$ cat src/rtl/bidir_sweep_ctrl_pkg.sv
// Shared types and constants for the bidirectional sweep controller.
package bidir_sweep_ctrl_pkg;

    localparam int unsigned DEFAULT_W = 3;

    typedef enum logic [1:0] {
        ST_IDLE = 2'd0,
        ST_UP   = 2'd1,
        ST_DOWN = 2'd2,
        ST_DONE = 2'd3
    } sweep_state_t;

endpackage

$ cat src/rtl/bidir_sweep_ctrl_updown_cnt.sv
// Up/down counter datapath: load has priority over counting, and clr over both.
module updown_cnt
    import bidir_sweep_ctrl_pkg::*;
#(
    parameter int unsigned W = DEFAULT_W
) (
    input  logic         clk,
    input  logic         clr,
    input  logic         load,
    input  logic [W-1:0] load_val,
    input  logic         en,
    input  logic         mode,
    output logic [W-1:0] q
);

    logic [W-1:0] cnt_q;
    logic [W-1:0] cnt_d;

    always_comb begin
        cnt_d = cnt_q;
        if (load) begin
            cnt_d = load_val;
        end else if (en) begin
            cnt_d = mode ? (cnt_q + 1'b1) : (cnt_q - 1'b1);
        end
    end

    always_ff @(posedge clk) begin
        if (clr) begin
            cnt_q <= '0;
        end else begin
            cnt_q <= cnt_d;
        end
    end

    assign q = cnt_q;

endmodule

$ cat src/rtl/bidir_sweep_ctrl.sv
// Sweep controller: counts lo->hi->lo a requested number of times (0 = until stop).
module bidir_sweep_ctrl
    import bidir_sweep_ctrl_pkg::*;
#(
    parameter int unsigned W = DEFAULT_W
) (
    input  logic         clk,
    input  logic         clr,
    input  logic         start,
    input  logic         stop,
    input  logic [W-1:0] lo,
    input  logic [W-1:0] hi,
    input  logic [3:0]   cycles,
    output logic [W-1:0] q,
    output logic         mode,
    output logic         busy,
    output logic         done,
    output logic         err
);

    sweep_state_t state_q, state_d;
    logic [W-1:0] lo_q, lo_d;
    logic [W-1:0] hi_q, hi_d;
    logic [3:0]   rem_q, rem_d;
    logic         mode_q, mode_d;
    logic         err_q, err_d;

    logic         cnt_load;
    logic         cnt_en;
    logic         cnt_dir;
    logic [W-1:0] cnt_val;

    updown_cnt #(.W(W)) u_cnt (
        .clk      (clk),
        .clr      (clr),
        .load     (cnt_load),
        .load_val (lo),
        .en       (cnt_en),
        .mode     (cnt_dir),
        .q        (cnt_val)
    );

    always_comb begin
        state_d  = state_q;
        lo_d     = lo_q;
        hi_d     = hi_q;
        rem_d    = rem_q;
        mode_d   = mode_q;
        err_d    = 1'b0;
        cnt_load = 1'b0;
        cnt_en   = 1'b0;
        cnt_dir  = mode_q;

        case (state_q)
            ST_IDLE: begin
                if (start) begin
                    if (lo > hi) begin
                        err_d = 1'b1;
                    end else begin
                        lo_d     = lo;
                        hi_d     = hi;
                        rem_d    = cycles;
                        cnt_load = 1'b1;
                        mode_d   = 1'b1;
                        state_d  = (lo == hi) ? ST_DONE : ST_UP;
                    end
                end
            end
            ST_UP: begin
                if (stop) begin
                    state_d = ST_DONE;
                end else if (cnt_val < hi_q) begin
                    cnt_en  = 1'b1;
                    cnt_dir = 1'b1;
                end else begin
                    cnt_en  = 1'b1;
                    cnt_dir = 1'b0;
                    mode_d  = 1'b0;
                    state_d = ST_DOWN;
                end
            end
            ST_DOWN: begin
                if (stop) begin
                    state_d = ST_DONE;
                end else if (cnt_val > lo_q) begin
                    cnt_en  = 1'b1;
                    cnt_dir = 1'b0;
                end else if (rem_q == 4'd1) begin
                    // Last requested sweep: park at lo.
                    rem_d   = 4'd0;
                    state_d = ST_DONE;
                end else begin
                    // rem_q == 0 means free-running, so it must not wrap.
                    if (rem_q != 4'd0) begin
                        rem_d = rem_q - 4'd1;
                    end
                    cnt_en  = 1'b1;
                    cnt_dir = 1'b1;
                    mode_d  = 1'b1;
                    state_d = ST_UP;
                end
            end
            ST_DONE: begin
                state_d = ST_IDLE;
            end
            default: begin
                state_d = ST_IDLE;
            end
        endcase
    end

    always_ff @(posedge clk) begin
        if (clr) begin
            state_q <= ST_IDLE;
            lo_q    <= '0;
            hi_q    <= '0;
            rem_q   <= 4'd0;
            mode_q  <= 1'b1;
            err_q   <= 1'b0;
        end else begin
            state_q <= state_d;
            lo_q    <= lo_d;
            hi_q    <= hi_d;
            rem_q   <= rem_d;
            mode_q  <= mode_d;
            err_q   <= err_d;
        end
    end

    assign q    = cnt_val;
    assign mode = mode_q;
    assign busy = (state_q == ST_UP) || (state_q == ST_DOWN);
    assign done = (state_q == ST_DONE);
    assign err  = err_q;

endmodule

$ cat config.mk
export PLATFORM = sky130hd
export DESIGN_NAME = bidir_sweep_ctrl
export DESIGN_NICKNAME = d
export VERILOG_FILES = /design/src/rtl/bidir_sweep_ctrl_pkg.sv /design/src/rtl/bidir_sweep_ctrl_updown_cnt.sv /design/src/rtl/bidir_sweep_ctrl.sv
export SDC_FILE = /design/constraint.sdc
export NUM_CORES = 1
export LEC_CHECK = 0
export BUFFER_PORTS_ARGS = -buffer_cell sky130_fd_sc_hd__buf_2
export CAP_MARGIN = 20
export CORE_UTILIZATION = 30
export CTS_CLUSTER_DIAMETER = 30
export DETAILED_ROUTE_END_ITERATION = 8
export PLACE_DENSITY = 0.5
export SLEW_MARGIN = 20
export SYNTH_ARGS = -nofsm -noshare
export SYNTH_HDL_FRONTEND = slang
export SYNTH_SLANG_ARGS = --single-unit
$ cat constraint.sdc
create_clock -name clk -period 2.9 [get_ports clk]
set_clock_uncertainty 0.15 [all_clocks]
set_input_delay 0.58 -clock clk [delete_from_list [all_inputs] [get_ports clk]]
set_output_delay 0.58 -clock clk [all_outputs]
set_load 0.1 [all_outputs]
==> results of run 1 <==
[final timing paths]
path / endpoint / cells past startpoint / from / slack, ns
worst max register to register: u_cnt.q[2]$_SDFFE_PP0P_ / 9 / lo_q[1]$_SDFFE_PP0P_ / 0.10
worst min register to register: hi_q[1]$_SDFFE_PP0P_ / 2 / hi_q[1]$_SDFFE_PP0P_ / 0.31
worst max-delay path: u_cnt.q[2]$_SDFFE_PP0P_ / 9 / lo_q[1]$_SDFFE_PP0P_ / 0.10
worst min-delay path: hi_q[1]$_SDFFE_PP0P_ / 2 / hi_q[1]$_SDFFE_PP0P_ / 0.31
[through the flow]
stage | power [mW] | TNS [ns] | worst slack, ns | hold slack [ns]
2_1_floorplan | 1.276 | -0.04094 | -0.04094 | 0.2863
3_3_place_gp | 1.460 | 0 | 0.1205 | 0.2969
3_5_place_dp | 1.471 | 0 | 0.06985 | 0.3026
4_1_cts | 1.663 | 0 | 0.05510 | 0.3118
5_1_grt | 1.807 | -0.006133 | -0.006133 | 0.3367
6_report | 1.661 | 0 | 0.1036 | 0.3105
[synthesized netlist by cell type, types with 2 or more instances]
| master | n | share of area (%) |
|---|---|---|
| and4_1 | 2 | 1.4 |
| nand3_1 | 2 | 0.77 |
| a21boi_0 | 3 | 1.7 |
| and3_1 | 2 | 0.97 |
| or3_1 | 2 | 0.97 |
| a211oi_1 | 3 | 1.7 |
| nor3_1 | 3 | 1.2 |
| nor2_1 | 7 | 2.0 |
| ha_1 | 16 | 15 |
| o21ai_0 | 8 | 3.1 |
| a21oi_1 | 14 | 5.4 |
| o21ai_1 | 2 | 0.77 |
| nand3b_1 | 3 | 1.7 |
| xnor2_1 | 2 | 1.4 |
| clkbuf_1 | 3 | 0.87 |
| o21bai_1 | 2 | 1.2 |
| inv_1 | 17 | 4.9 |
| o311a_1 | 3 | 2.3 |
| a211oi_2 | 2 | 1.9 |
| and2b_1 | 2 | 1.2 |
| dfxtp_1 | 17 | 26 |
| nand2_1 | 20 | 5.8 |
| nand2b_1 | 2 | 0.97 |
[sequential cells by signal, indices dropped and copies added, names as in the netlist]
| signal | cells |
|---|---|
| rem_q | 4 |
| hi_q | 3 |
| lo_q | 3 |
| u_cnt.q | 3 |
| state_q | 2 |
| err | 1 |
| mode | 1 |
[final cells by class]
class	count	share of cell area, %
Clock buffer	4	2.880
Sequential cell	17	22.48
Timing Repair Buffer	24	8.320
Tap cell	50	4.000
Inverter	17	4.240
Multi-Input combinational cell	117	58.08
[per-layer routing]
layer	global-route usage [%]	vias up	part of all wire, %
li1	-	600	-
met1	18.99	514	50
met2	22.15	23	43
met3	3.547	10	3.3
met4	6.383	0	3.0
met5	0	-	0
[cell usage in the layout, fill, tap and decap left out, drive strengths merged, types with 3 or more instances in the layout]
cell type	Yosys	layout
a211oi	5	5
a21boi	3	3
a21oi	14	14
buf	2	24
clkbuf	3	4
dfxtp	17	17
ha	16	16
inv	17	17
nand2	20	20
nand3b	3	3
nor2	7	7
nor3	3	3
o21ai	10	10
o311a	3	3
xnor2	3	3
[logic make-up after synthesis]
| group | after synthesis | synth area share (%) |
|---|---|---|
| flops | 17 | 26.28 |
| mux | 1 | 0.7730 |
| simple gates | 49 | 20.19 |
| fa+ha+maj | 17 | 17.00 |
| buf+inv | 22 | 7.053 |
| compound gates | 47 | 26.09 |
| xor+xnor | 3 | 2.609 |
[worst min-delay path, delay by kind of cell (launching register included)]
kind            cells  cell delay [ns]
simple gates        1             0.05
flops               1             0.31
compound gates      1             0.05
[power breakdown]
| group | switching, mW | internal, mW | leakage [nW] |
|---|---|---|---|
| combinational | 0.697 | 0.417 | 0.507 |
| clock | 0.0831 | 0.0976 | 0.0228 |
| sequential | 0.0604 | 0.305 | 0.142 |
==> flow_metrics.py, run 1 <==
metrics = {
    "setup_path": {
        "worstPathArrival_ns": 2.81,
        "cp_max_fo": 3,
        "max_stage_delay_ns": 0.41,
        "worst_setup_path_start_kind": "register",
        "crit_required_ns": 2.91,
        "path_class": "register to register",
        "path_buf_inv": 1,
        "slowest_stage": "fa_2",
        "crit_family": "compound AO/OA/AOI/OAI gates",
        "crit_chain": "inv_1 -> ha_1 -> nand3b_1 -> a211o_1 -> a221o_2 -> fa_2 -> xnor2_2 -> or3_1 -> a311oi_2",
        "end_kind": "register",
    },
    "placed_design": {
        "placed_area_um2": 1511,
        "numPortBuffers": 20,
        "hpwl_mm": 2.329,
        "placed_cells": 224,
        "routabilityCongestion": 0.7702,
    },
    "finish": {
        "syn2layout_area_growth_pct": 20.77,
        "finalNetCount": 211,
        "fillers": 434,
        "instances_no_fill": 229,
        "num_antenna_cells": 0,
        "area.sequential_um2": 351.6,
        "final_util_pct": 38.27,
        "fin_area_um2": 1564,
        "layout-drive-gt1-share_pct": 25.14,
        "multiInputGateArea_um2": 908.4,
    },
    "sta": {
        "final-setup-viol-count": 0,
        "fmax_mhz": 357.6,
        "hold_viol": 0,
        "tightest_slew_ns": 0.6019,
        "finalCritPeriodShare_pct": 96.43,
        "finalMaxSlewViolations": 0,
        "maxSlewHeadroom_pct": 59.70,
        "period_needed_ns": 2.796,
    },
    "clocking": {
        "ctsRootBufferMaster": "clkbuf_8",
        "cts_buffers": 3,
        "clock_latency_ns": 0.26,
        "holdBufCountCts": 0,
        "cts_tree": "done",
        "post_cts_buffers": 0,
        "ctsResizeCount": 0,
        "clock-sinks": 17,
        "h-tree-depth": 1,
        "cts_max_path_buffers": 2,
        "clk_pin_slew_worst_paths_ns": 0.06,
    },
    "floorplan": {
        "fp.dieH_um": 67.70,
        "start_util_pct": 31.69,
        "rows": 23,
        "die_area_um2": 4583,
        "core_area_um2": 4086,
        "die_x_um": 67.70,
        "io_pins": 21,
    },
    "yosys": {
        "netlist-cell-type-count": 42,
        "postSynth.asyncResetShare_pct": 0,
        "syn-cell-area_um2": 1295,
        "syn_nets": 187,
        "synthFlopType": "dfxtp_1",
        "yosys_warnings": 0,
        "synth_seq_area_share_pct": 26.28,
        "syn_avg_cell_area_um2": 8.301,
        "ys_ff_latch": 17,
        "synth_edf_count": 0,
        "synth_cells": 156,
    },
    "drt": {
        "dr.pass1.iters": 4,
        "remaining_drc_errors": 0,
        "detail_route.wl_per_cell_um": 12.66,
        "via_per_inst": 5.009,
        "postRouteAntennaNets": 0,
        "totalWireLength_mm": 2.899,
        "first_iter_violations": 53,
        "num_vias": 1147,
    },
    "run": {
        "max_cap_violations": 0,
    },
    "run_status": {
        "status": "complete, no violations",
    },
    "global_route": {
        "grt_pass1_wl_mm": 4.926,
        "grt_pass1_vias": 1100,
        "grt_max_degree": 15,
        "grt_usage_pct": 14.49,
        "grt_overflow": 0,
        "antenna_found_initial": 0,
    },
    "pwr": {
        "ir_drop_mv": 1.022,
        "power_density_nw_per_um2": 1062,
        "leakage_nw": 0.6714,
    },
    "worst_hold_path": {
        "hp-class": "register to register",
    },
}
Power figures use the tool's default switching activity.
==> inputs of run 2 (changes only) <==
--- a/config.mk
+++ b/config.mk
@@ -10,7 +10,7 @@
 export CORE_UTILIZATION = 30
 export CTS_CLUSTER_DIAMETER = 30
 export DETAILED_ROUTE_END_ITERATION = 8
-export PLACE_DENSITY = 0.5
+export PLACE_DENSITY = 0.49
 export SLEW_MARGIN = 20
 export SYNTH_ARGS = -nofsm -noshare
 export SYNTH_HDL_FRONTEND = slang
==> constraint.sdc (replaced) <==
create_clock -name clk -period 2.71 [get_ports clk]
set_clock_uncertainty 0.15 [all_clocks]
set_input_delay 0.542 -clock clk [delete_from_list [all_inputs] [get_ports clk]]
set_output_delay 0.542 -clock clk [all_outputs]
set_load 0.1 [all_outputs]
==> flow_metrics.py, run 2 (synthesized netlist as in run 1, its figures left out) <==
metrics = {
    "setup_path": {
        "worstPathArrival_ns": 2.70,
        "cp_max_fo": 3,
        "end_kind": "register",
        "crit_required_ns": 2.73,
        "path_class": "register to register",
        "worst_setup_path_start_kind": "register",
    },
    "drt": {
        "postRouteAntennaNets": 0,
        "first_iter_violations": 56,
        "detail_route.wl_per_cell_um": 13.38,
        "totalWireLength_mm": 3.172,
        "remaining_drc_errors": 0,
        "via_per_inst": 5.089,
        "dr.pass1.iters": 4,
        "num_vias": 1206,
    },
    "floorplan": {
        "fp.dieH_um": 67.70,
        "start_util_pct": 31.69,
        "rows": 23,
        "core_area_um2": 4086,
        "die_area_um2": 4583,
        "io_pins": 21,
        "die_x_um": 67.70,
    },
    "finish": {
        "regMostFlops": "rem_q",
        "fillers": 435,
        "multiInputGateArea_um2": 924.6,
        "syn2layout_area_growth_pct": 27.15,
        "most-common-layout-cells": "nand2_1 (20), buf_2 (20), inv_1 (13), a21oi_1 (13)",
        "area.sequential_um2": 354.1,
        "layout-drive-gt1-share_pct": 32.62,
        "num_antenna_cells": 0,
        "largest_reg_flops": 4,
        "finalNetCount": 219,
    },
    "sta": {
        "setup_ws_ns": 0.02888,
        "maxSlewHeadroom_pct": 61.46,
        "period_needed_ns": 2.681,
        "rsz0062_at_grt": "yes",
        "tightest_slew_ns": 0.5756,
        "hold_viol": 0,
        "finalMaxSlewViolations": 0,
        "finalCritPeriodShare_pct": 98.93,
        "fmax_mhz": 373.0,
        "worst_hold_slack_ns": 0.3128,
        "final-setup-viol-count": 0,
    },
    "clocking": {
        "h-tree-depth": 1,
        "clk_pin_slew_worst_paths_ns": 0.08,
        "clock-sinks": 17,
        "holdBufCountCts": 0,
        "cts_buffers": 3,
        "cts_max_path_buffers": 2,
        "ctsRootBufferMaster": "clkbuf_8",
        "cts_tree": "done",
        "clock_latency_ns": 0.26,
    },
    "global_route": {
        "antenna_found_initial": 0,
        "grt_usage_pct": 15.48,
        "grt_overflow": 0,
        "grt_max_degree": 15,
        "grt_pass1_vias": 1188,
        "grt_pass1_wl_mm": 5.285,
    },
    "run": {
        "max_cap_violations": 0,
    },
    "pwr": {
        "cellInternalPower_mw": 0.9601,
        "power_density_nw_per_um2": 1161,
        "switching_share_pct": 49.77,
        "ir_drop_mv": 0.7740,
        "comb_power_share_pct": 68.9,
        "pwr-share-clk_pct": 10.6,
        "power.switching_mw": 0.9515,
        "leakage_nw": 0.7113,
        "seq_power_share_pct": 20.5,
    },
    "placed_design": {
        "routabilityCongestion": 0.8389,
        "pre_cts_ws_ns": -0.08817,
        "numPortBuffers": 20,
        "hpwl_mm": 2.545,
    },
    "worst_hold_path": {
        "hp-class": "register to register",
    },
    "run_status": {
        "status": "complete, no violations",
    },
}
==> run 2: cell types whose count changed in the layout (fill, tap and decap cells not counted), moves of 2 or more <==
cell	delta
buf_4	+8
inv_1	-3
inv_2	+3
dfxtp_1	-2
dfxtp_2	+2
==> run 2: worst max-delay path, stage by stage, from the launching register on <==
cell and delay (ns):
dfxtp_2 0.34, inv_2 0.04, ha_4 0.27, nand3b_1 0.10, a211o_1 0.26, a221o_2 0.38, fa_2 0.36, xnor2_2 0.15
or3_1 0.36, a311oi_2 0.19
==> run 2: through the flow <==
step	total power [mW]	std cells	instance area [µm²]	TNS (ns)	util [%]
final	1.912	237	1647	0	40.29
after global routing	2.072	237	1647	-0.03920	40.29
after CTS	1.904	237	1629	0	39.87
after detailed placement	1.691	233	1579	-0.08817	38.64
after global placement	1.665	233	1579	-0.03142	38.64
after floorplan	1.366	156	1354	-0.2309	-
==> run 2: routing by layer <==
| metal | wire, µm | track usage (%) | vias to the layer above |
|---|---|---|---|
| li1 | - | - | 612 |
| met1 | 1556 | 21.47 | 565 |
| met2 | 1419 | 24.38 | 27 |
| met3 | 175 | 2.196 | 2 |
| met4 | 20 | 4.787 | 0 |
| met5 | 0 | 0 | - |
==> run 2: cell type report <==
type                    count  share of cell area [%]
multi-input cells         117                   56.16
well taps                  50                   3.799
repair buffers             32                   11.55
clock inverters             1                  0.4559
clock buffers               3                   2.508
flip-flops and latches     17                   21.50
inverters                  17                   4.027
==> run 2: power by group through the flow <==
stage / logic, mW / clock network (mW) / registers (mW)
2_1_floorplan: 0.842 / 0 / 0.524
3_3_place_gp: 1.28 / 0 / 0.390
3_5_place_dp: 1.30 / 0 / 0.394
4_1_cts: 1.31 / 0.210 / 0.388
5_1_grt: 1.45 / 0.222 / 0.401
6_report: 1.32 / 0.204 / 0.391
==> run 2: worst paths after layout <==
check / from / slack, ns / endpoint / cells after the start
min reg2reg: hi_q[0]$_SDFFE_PP0P_ / 0.31 / hi_q[0]$_SDFFE_PP0P_ / 2
min: hi_q[0]$_SDFFE_PP0P_ / 0.31 / hi_q[0]$_SDFFE_PP0P_ / 2
max: lo_q[2]$_SDFFE_PP0P_ / 0.03 / u_cnt.q[2]$_SDFFE_PP0P_ / 9
max reg2reg: lo_q[2]$_SDFFE_PP0P_ / 0.03 / u_cnt.q[2]$_SDFFE_PP0P_ / 9
==> run 2: what timing repair did <==
action                                  in CTS  in global routing
buffers inserted                             0                  0
gates resized for setup                      1                  6
pin swaps                                    2                  1
endpoints found under the setup margin       1                  1
==> inputs of run 3 (changes only) <==
--- a/config.mk
+++ b/config.mk
@@ -10,7 +10,7 @@
 export CORE_UTILIZATION = 30
 export CTS_CLUSTER_DIAMETER = 30
 export DETAILED_ROUTE_END_ITERATION = 8
-export PLACE_DENSITY = 0.49
+export PLACE_DENSITY = 0.52
 export SLEW_MARGIN = 20
 export SYNTH_ARGS = -nofsm -noshare
 export SYNTH_HDL_FRONTEND = slang
==> flow_metrics.py, run 3 (synthesized netlist as in run 1, its figures left out) <==
metrics = {
    "run_status": {
        "status": "complete, no violations",
    },
    "finish": {
        "largest_reg_flops": 4,
        "multiInputGateArea_um2": 908.4,
        "fillers": 432,
        "layout-drive-gt1-share_pct": 29.57,
        "most-common-layout-cells": "nand2_1 (20), buf_2 (20), inv_1 (16)",
        "finalNetCount": 218,
        "fin_area_um2": 1620,
        "regMostFlops": "rem_q",
        "num_antenna_cells": 0,
        "area.sequential_um2": 354.1,
        "syn2layout_area_growth_pct": 25.12,
    },
    "sta": {
        "maxSlewHeadroom_pct": 63.42,
        "tightest_slew_ns": 0.5463,
        "rsz0062_at_grt": "yes",
        "fmax_mhz": 371.4,
        "finalCritPeriodShare_pct": 99.36,
        "final-setup-viol-count": 0,
        "setup_ws_ns": 0.01730,
        "finalMaxSlewViolations": 0,
        "tns_ns": 0,
        "period_needed_ns": 2.693,
        "hold_viol": 0,
    },
    "placed_design": {
        "pre_cts_ws_ns": -0.08677,
        "numPortBuffers": 20,
        "placed_area_um2": 1572,
        "hpwl_mm": 2.402,
        "routabilityCongestion": 0.8361,
    },
    "drt": {
        "totalWireLength_mm": 3.027,
        "via_per_inst": 5.008,
        "num_vias": 1182,
        "first_iter_violations": 54,
        "detail_route.wl_per_cell_um": 12.83,
        "dr.pass1.iters": 4,
        "postRouteAntennaNets": 0,
        "remaining_drc_errors": 0,
    },
    "clocking": {
        "ctsRootBufferMaster": "clkbuf_8",
        "clock_latency_ns": 0.26,
        "cts_buffers": 3,
        "h-tree-depth": 1,
        "holdBufCountCts": 0,
        "cts_max_path_buffers": 2,
        "cts_tree": "done",
        "post_cts_buffers": 0,
        "clock-sinks": 17,
        "clk_pin_slew_worst_paths_ns": 0.07,
    },
    "floorplan": {
        "core_area_um2": 4086,
        "start_util_pct": 31.69,
        "io_pins": 21,
        "die_x_um": 67.70,
        "fp.dieH_um": 67.70,
        "die_area_um2": 4583,
        "rows": 23,
    },
    "setup_path": {
        "cp_max_fo": 3,
        "path_class": "register to register",
        "reg2reg_from": "lo_q[2]$_SDFFE_PP0P_",
        "reg2reg_setup_slack_ns": 0.02,
        "crit_family": "compound AO/OA/AOI/OAI gates",
        "slowest_stage": "a221o_2",
        "worst_setup_path_start_kind": "register",
        "max_stage_delay_ns": 0.38,
        "crit_required_ns": 2.73,
        "crit_chain": "inv_1 -> ha_4 -> a21oi_1 -> a211o_1 -> a221o_2 -> fa_2 -> xnor2_2 -> or3_1 -> a311oi_2",
        "startpoint": "lo_q[2]$_SDFFE_PP0P_",
        "end_kind": "register",
        "worstPathArrival_ns": 2.71,
        "path_buf_inv": 1,
    },
    "pwr": {
        "design_power_total_mw": 1.858,
        "ir_drop_mv": 0.7627,
        "leakage_nw": 0.7085,
        "power_density_nw_per_um2": 1147,
    },
    "global_route": {
        "antenna_found_initial": 0,
        "top_usage_layer": "met2",
        "grt_usage_pct": 15.08,
        "grtUsageMet1_pct": 19.10,
        "grt_max_degree": 15,
        "use_met2_pct": 24.88,
        "gr-usage-met3_pct": 4.054,
        "grt_pass1_vias": 1148,
        "grt_pass1_wl_mm": 5.099,
        "grt_overflow": 0,
    },
    "worst_hold_path": {
        "hp-class": "register to register",
        "hold_start": "lo_q[1]$_SDFFE_PP0P_",
    },
    "run": {
        "max_cap_violations": 0,
    },
}
==> run 3: cell count changes in the layout (fill, tap and decap cells not counted) <==
cell / previous run / this run
inv_1: 13 / 16
inv_2: 3 / 0
a21oi_1: 13 / 14
a21oi_2: 1 / 0
buf_4: 12 / 11
clkinv_2: 0 / 1
clkinvlp_4: 1 / 0
ha_1: 12 / 13
ha_4: 4 / 3
==> run 3: metal layers <==
layer / share of wire [%] / up-vias
met5: 0 / -
met4: 0.99 / 0
met3: 3.8 / 4
met2: 45 / 24
met1: 50 / 541
li1: - / 613
==> run 3: worst paths after layout <==
path                             endpoint  depth (start not counted)
setup reg to reg  u_cnt.q[2]$_SDFFE_PP0P_                          9
setup / recovery  u_cnt.q[2]$_SDFFE_PP0P_                          9
hold / removal       lo_q[1]$_SDFFE_PP0P_                          2
hold reg to reg      lo_q[1]$_SDFFE_PP0P_                          2
==> run 3: final cells by class <==
cell class | instances | area share (%)
timing repair buffer | 31 | 11.27
clock inverter | 1 | 0.3089
multi-input combinational | 117 | 56.06
inverter | 17 | 4.093
tap | 50 | 3.861
sequential | 17 | 21.85
clock buffer | 3 | 2.548
==> run 3: timing repair <==
action,4_1_cts,5_1_grt
setup endpoints to repair,1,1
pin swaps,2,0
resized for setup,2,0
==> run 3: power by group <==
| group | internal, mW | switching (mW) |
|---|---|---|
| clock | 0.102 | 0.0995 |
| combinational | 0.507 | 0.760 |
| sequential | 0.327 | 0.0627 |
| total | 0.936 | 0.922 |
==> run 3: per-stage QoR <==
stage / hold WS [ns] / utilization (%) / cells
3_3_place_gp: 0.2947 / 38.46 / 232
4_1_cts: 0.3152 / 39.65 / 236
5_1_grt: 0.3438 / 39.65 / 236
2_1_floorplan: 0.2863 / - / 156
6_report: 0.3142 / 39.65 / 236
3_5_place_dp: 0.3092 / 38.46 / 232
==> run 3: worst reg2reg max path: cells and delay by family (launching register included) <==
kind | cells | cell delay (ns)
AO/OA/AOI/OAI | 4 | 0.94
adder cells (fa/ha/maj) | 2 | 0.64
AND/OR/NAND/NOR | 1 | 0.36
flip-flops | 1 | 0.33
XOR/XNOR | 1 | 0.14
buffers and inverters | 1 | 0.06
